==> config.mk <==
export PLATFORM = sky130hd
export DESIGN_NAME = coin_change_dispenser
export DESIGN_NICKNAME = d
export VERILOG_FILES = /design/src/rtl/coin_change_dispenser.sv
export SDC_FILE = /design/constraint.sdc
export NUM_CORES = 1
export LEC_CHECK = 0
export BUFFER_PORTS_ARGS = -buffer_cell sky130_fd_sc_hd__buf_2
export CORE_MARGIN = 1.5
export CORE_UTILIZATION = 25
export DETAILED_ROUTE_END_ITERATION = 12
export MAX_ROUTING_LAYER = met4
export PLACE_DENSITY = 0.46
export SETUP_SLACK_MARGIN = 0.1
export SYNTH_ARGS = -nofsm -noshare
export SYNTH_HDL_FRONTEND = slang
export SYNTH_SLANG_ARGS = --single-unit
==> constraint.sdc <==
create_clock -name clk -period 1.3 [get_ports clk]
set_input_delay 0.195 -clock clk [delete_from_list [all_inputs] [get_ports clk]]
set_output_delay 0.195 -clock clk [all_outputs]
set_load 0.02 [all_outputs]
==> src/rtl/coin_change_dispenser.sv <==
// Coin-return dispenser: pays a change amount as timed 10c/5c pulses on the
// 2-bit coin bus, using 10c coins first and 5c coins for the rest.
module coin_change_dispenser #(
    parameter int AMOUNT_W     = 4,
    parameter int PULSE_CYCLES = 4,
    parameter int GAP_CYCLES   = 2
) (
    input  logic                clk,
    input  logic                reset,
    input  logic                req,
    input  logic [AMOUNT_W-1:0] amount,
    input  logic                empty10,
    input  logic                empty5,
    output logic                ready,
    output logic [1:0]          coins,
    output logic [AMOUNT_W-1:0] remaining,
    output logic                done,
    output logic                fault
);

    localparam int CNT_MAX = (PULSE_CYCLES > GAP_CYCLES) ? PULSE_CYCLES : GAP_CYCLES;
    localparam int CNT_W   = (CNT_MAX > 1) ? $clog2(CNT_MAX) : 1;

    localparam logic [CNT_W-1:0] PULSE_LAST = CNT_W'(PULSE_CYCLES - 1);
    localparam logic [CNT_W-1:0] GAP_LAST   = CNT_W'(GAP_CYCLES - 1);
    localparam logic [CNT_W-1:0] CNT_ONE    = CNT_W'(1);

    localparam logic [1:0] COIN_NONE = 2'b00;
    localparam logic [1:0] COIN_5    = 2'b01;
    localparam logic [1:0] COIN_10   = 2'b10;

    typedef enum logic [2:0] {
        S_IDLE,
        S_SELECT,
        S_PULSE,
        S_GAP,
        S_DONE
    } state_t;

    state_t              state_q, state_d;
    logic [1:0]          coins_q, coins_d;
    logic [AMOUNT_W-1:0] rem_q, rem_d;
    logic                done_q, done_d;
    logic                fault_q, fault_d;
    logic [CNT_W-1:0]    cnt_q, cnt_d;
    logic                rem_ge2;

    assign rem_ge2 = |rem_q[AMOUNT_W-1:1];

    always_comb begin
        state_d = state_q;
        coins_d = coins_q;
        rem_d   = rem_q;
        cnt_d   = cnt_q;
        done_d  = 1'b0;
        fault_d = 1'b0;

        case (state_q)
            S_IDLE: begin
                if (req) begin
                    rem_d   = amount;
                    state_d = S_SELECT;
                end
            end

            // Tube sensors are looked at only here, once per coin.
            S_SELECT: begin
                cnt_d = '0;
                if (rem_q == '0) begin
                    done_d  = 1'b1;
                    state_d = S_DONE;
                end else if (rem_ge2 && !empty10) begin
                    coins_d = COIN_10;
                    state_d = S_PULSE;
                end else if (!empty5) begin
                    coins_d = COIN_5;
                    state_d = S_PULSE;
                end else begin
                    fault_d = 1'b1;
                    state_d = S_IDLE;
                end
            end

            // Coin codes 01/10 equal the coin value in 5c units.
            S_PULSE: begin
                if (cnt_q == PULSE_LAST) begin
                    rem_d   = rem_q - AMOUNT_W'(coins_q);
                    coins_d = COIN_NONE;
                    cnt_d   = '0;
                    state_d = S_GAP;
                end else begin
                    cnt_d = cnt_q + CNT_ONE;
                end
            end

            S_GAP: begin
                if (cnt_q == GAP_LAST) begin
                    cnt_d   = '0;
                    state_d = S_SELECT;
                end else begin
                    cnt_d = cnt_q + CNT_ONE;
                end
            end

            S_DONE: begin
                rem_d   = '0;
                state_d = S_IDLE;
            end

            default: begin
                coins_d = COIN_NONE;
                cnt_d   = '0;
                state_d = S_IDLE;
            end
        endcase
    end

    always_ff @(posedge clk or negedge reset) begin
        if (!reset) begin
            state_q <= S_IDLE;
            coins_q <= COIN_NONE;
            rem_q   <= '0;
            cnt_q   <= '0;
            done_q  <= 1'b0;
            fault_q <= 1'b0;
        end else begin
            state_q <= state_d;
            coins_q <= coins_d;
            rem_q   <= rem_d;
            cnt_q   <= cnt_d;
            done_q  <= done_d;
            fault_q <= fault_d;
        end
    end

    assign ready     = (state_q == S_IDLE);
    assign coins     = coins_q;
    assign remaining = rem_q;
    assign done      = done_q;
    assign fault     = fault_q;

endmodule

# [Yosys cells after proc, flatten, opt, wreduce, memory -nomap -nowiden]
# Index checks and enable logic that the tools add are counted.
[totals] register_bits=13 input_bits=9 out_inout_bits=9 word_cells=55
[op_classes] add_sub_neg=2 eq_ne=11 muxes=24 n_bitwise=1 n_reduce_logical=11
[ops] cell="2-bit 2-to-1 mux" n=8
[ops] cell="3-bit 2-to-1 mux" n=4
[ops] cell="2-bit one-hot mux with 3 select lines" n=2
[ops] cell="3-bit one-hot mux with 4 select lines" n=1
[ops] cell="4-bit one-hot mux with 3 select lines" n=1
[ops] cell="4-bit 2-to-1 mux" n=2
[ops] cell="2-bit inequality test (second input constant)" n=4
[ops] cell="3-bit by 2-bit equality test with 1-bit output (second input constant)" n=2
[ops] cell="1-bit 2-to-1 mux" n=6
[ops] cell="3-bit AND reduction" n=2
[ops] cell="3-bit OR reduction" n=2
[ops] cell="4-bit zero test" n=1
[ops] cell="4-bit AND reduction" n=1
[ops] cell="4-bit by 2-bit subtractor with 4-bit output" n=1
[ops] cell="3-bit by 1-bit equality test with 1-bit output (second input constant)" n=1
[ops] cell="3-bit equality test (second input constant)" n=1
[ops] cell="3-bit zero test" n=1
[ops] cell="3-bit inequality test (second input constant)" n=1
[ops] cell="3-bit nonzero test" n=1
[ops] cell="2-bit by 1-bit adder with 2-bit output (second input constant)" n=1
[ops] cell="2-bit by 1-bit equality test with 1-bit output (second input constant)" n=1
[ops] cell="2-bit equality test (second input constant)" n=1
[ops] cell="2-bit OR reduction" n=1
[ops] cell="1-bit logical AND" n=1
[ops] cell="2 further kinds" n=2

# [Logic depth before layout (Yosys ltp)]
[logic_depth] ltp_word=5 depth_mapped=6 mapped_depth_nobuf=6

# [Least setup slack after synthesis]
# OpenSTA, ideal clock, no wires.
[synth_path] kind="reg2reg" start="register rem_q[0], in the netlist remaining[0]" end="register rem_q[1], in the netlist remaining[1]" setup_ns=0.130 arrival_time_ns=1.420 required_ns=1.170 slack_ns=-0.250 path_stages_with_launch=7 path_buffers=0 synth_period_minus_slack_ns=1.550 path_cell_list="dfrtp_1 inv_1 ha_1 fa_1 nor2_1 a21oi_1 a21oi_1"
[synth_via] elab_chain_cells=3
[synth_rtl] item="start, declared" line="42" rtl="logic [AMOUNT_W-1:0] rem_q, rem_d;"
[synth_rtl] item="start signal, assigned" line="129" rtl="rem_q <= rem_d;"
[synth_rtl] item="4-bit by 2-bit subtractor with 4-bit output" line="87" rtl="rem_d = rem_q - AMOUNT_W'(coins_q);"
[synth_rtl] item="4-bit 2-to-1 mux" line="86" rtl="if (cnt_q == PULSE_LAST) begin"
[synth_rtl] item="4-bit one-hot mux with 3 select lines" line="58" rtl="case (state_q)"
# Every way passes these cells. The select of a mux whose other input is x is not followed.
# A chain may end at the register's enable or synchronous reset.

# [Final worst setup path]
[layout_path] start="register coins_q[0], in the netlist coins[0]" end="register rem_q[1], in the netlist remaining[1]"
[layout_via] elab_chain_cells=3
[layout_rtl] item="start, declared" line="41" rtl="logic [1:0] coins_q, coins_d;"
[layout_rtl] item="start signal, assigned" line="128" rtl="coins_q <= coins_d;"
[layout_rtl] item="4-bit by 2-bit subtractor with 4-bit output" line="87"
[layout_rtl] item="4-bit 2-to-1 mux" line="86"
[layout_rtl] item="4-bit one-hot mux with 3 select lines" line="58"
# Every way passes these cells. The select of a mux whose other input is x is not followed.

==> out/metrics.yaml <==
status: "finished with violations"
violations: "setup timing"
totalNegativeSetupSlack_ps: -749
place_congestion: 0.874
worst_pin_slew_ps: 317
synth_ff_type: "dfrtp_1"
detail_route.iter0.violations: 18
floorplan.initialDensity_pct: 26.8
finalCriticalPeriod_ps: 1440
total_number_of_nets_in_the_final_design: 158
finalHoldViolCount: 0
grt_start_max_net_pins: 14
die_h_um: 61.0
synth_enable_flop_cells: 0
num_io_pins: 18
ctsRootBufferMaster: "clkbuf_4"
dr_total_vias: 853
grtUsageTotal_pct: 14.4
arrival_ps: 1610
cts_made_buffers: 3
placed_area_mm2: 0.00118
critical_path.startpoint_type: "register"
leading_cell_type_in_the_layout_fill_and_taps_excluded: "buf_6"
grt_first_pass_wirelength_um: 3770
worstHoldPathType: "primary input to register"
worst-endpoint-required_ps: 1470
drive_above_1_share_pct: 67.6
timing.max_slew.rel_slack_pct: 78.9
tritoncts_num_sinks: 13
place_inst: 171
wl_um: 2360
clock_tree_from_tritoncts: "built"
post-route-cell-area_mm2: 0.00156
vdd.ir_drop.worst_mv: 0.808
cts.reportedPaths.clkPinSlew_ps: 90
synth-seq-cells: 13
rows: 20
total_gr_overflow: 0
grt_setup_unrepaired: "yes"
syn_area_per_cell_um2: 9.33
synth_instances: 90
detailedRoute.firstPassIterationCount: 4
worst_slack_ps: -140
timing_worst_setup_path_type: "register to register"
fp.dieW_um: 61.0
routedWlPerCell_um: 12.7
power_density_mw_per_mm2: 2490
final-max-slew-violation-count: 0
drt_drc_violations_left: 0
worstPathMaxFanout: 2
synthDistinctLibCells: 36
ant_nets: 0
total_number_of_h_tree_levels: 1
portBuffers: 17
final_min_period_over_clock_period_pct: 111
report.final.setup_viol: 9
grt_antenna_before_repair: 0
synth-seq-area-share_pct: 38.7
max-cap-violations: 0
clock_latency_ps: 270
mostFrequentLayoutCells: "23 x buf_6, 17 x buf_4, 11 x buf_2, 9 x nor2_1, 8 x dfrtp_2"
max_clock_freq_mhz: 694
avgViaCountPerCell: 4.59
place.detailed.hpwl_um: 1650
instances_no_fill: 186
synth-async-reset-ratio_pct: 100
critical_path_end_type: "register"
die-area_mm2: 0.00371
core_area_mm2: 0.00313
first_global_vias: 856
areaGrowthSynthToFinish_pct: 85.7
fin_hold_ws_ps: 162
synth.net_count: 105
clock_tree.buffer_depth: 2
cell_area_after_technology_mapping_um2: 840
final.setup_skew_ps: 1.23
antenna_cells_inserted: 0
synth_warn: 0
total_leakage_power_nw: 0.668
## worst paths after layout
check / slack [ps] / cells past startpoint / to / startpoint
min in group asynchronous: 330 / 2 / fault$_DFF_PN0_ / reset
min: 160 / 3 / state_q[0]$_DFFE_PN0P_ / req
max reg2reg: -140 / 5 / remaining[1]$_DFFE_PN0P_ / coins[0]$_DFFE_PN0P_
min reg2reg: 640 / 2 / state_q[0]$_DFFE_PN0P_ / state_q[2]$_DFFE_PN0P_
max in group asynchronous: 710 / 2 / remaining[0]$_DFFE_PN0P_ / reset
max: -140 / 5 / remaining[1]$_DFFE_PN0P_ / coins[0]$_DFFE_PN0P_
## registers in the layout, summed over array words and instances (netlist names)
signal and flops:
coins 2, cnt_q 2, fault 1, done 1
state_q 3, remaining 4
## cell families (layout without fill, tap and decap cells)
logic type	Yosys count	in the layout	synth area share (%)
flip-flops	13	13	38.7
buffers and inverters	12	64	6.71
AND/OR/NAND/NOR	32	32	21.0
AO/OA/AOI/OAI	26	26	22.4
multiplexers	1	1	1.34
adder cells (fa/ha/maj)	6	6	9.84
## Yosys cell counts (all sizes together) (2+ instances only)
library cell / n / area (µm²)
dfrtp: 13 / 325
nand2: 4 / 15.0
o2bb2ai: 2 / 23.8
nand2b: 4 / 27.5
buf: 3 / 21.3
a22oi: 2 / 20.0
inv: 8 / 30.0
a21oi: 9 / 56.3
nor2: 11 / 41.3
o21ai: 6 / 30.0
nor3: 5 / 25.0
ha: 5 / 62.6
## where the power goes
part	switching (mW)	total [mW]	internal (mW)
Sequential	0.195	0.778	0.583
Combinational	1.29	2.85	1.56
Clock	0.140	0.259	0.119
## area by class of cell
cell class / count / area (µm²)
Timing Repair Buffer: 52 / 452
Inverter: 8 / 32.5
Fill cell: 302 / 1570
Multi-Input combinational cell: 65 / 658
Tap cell: 44 / 55.1
Sequential cell: 13 / 335
Clock buffer: 4 / 26.3
## critical path: stages (launching register included)
cell,delay [ps]
dfrtp_2,440
ha_4,170
fa_1,470
nor2_1,40
a21oi_1,120
a21oi_1,80
## stage by stage
step / worst slack, ps / util [%] / power, mW
CTS: -141 / 46.6 / 3.57
global route: -208 / 49.8 / 4.16
finish: -140 / 49.8 / 3.89
detailed placement: -129 / 37.8 / 2.61
floorplan: -137 / - / 1.88
global placement: -113 / 37.8 / 2.57
## per-layer routing
layer	part of all wire, %	up-vias	global-route usage [%]	routed length [µm]
met5	0	-	-	0
met4	1.7	0	6.21	39
met3	3.0	4	3.20	70
met2	50	14	22.6	1180
met1	45	417	17.7	1070
li1	-	418	-	-
## timing repair
item                                   CTS  global route
gates resized for setup                 47            20
setup endpoints to repair               17            18
hold buffers                             1             0
endpoints found under the hold margin   13             0
pin swaps                               16            11
setup buffers                            7             3
No activity file was read; power rests on OpenSTA's default activity.
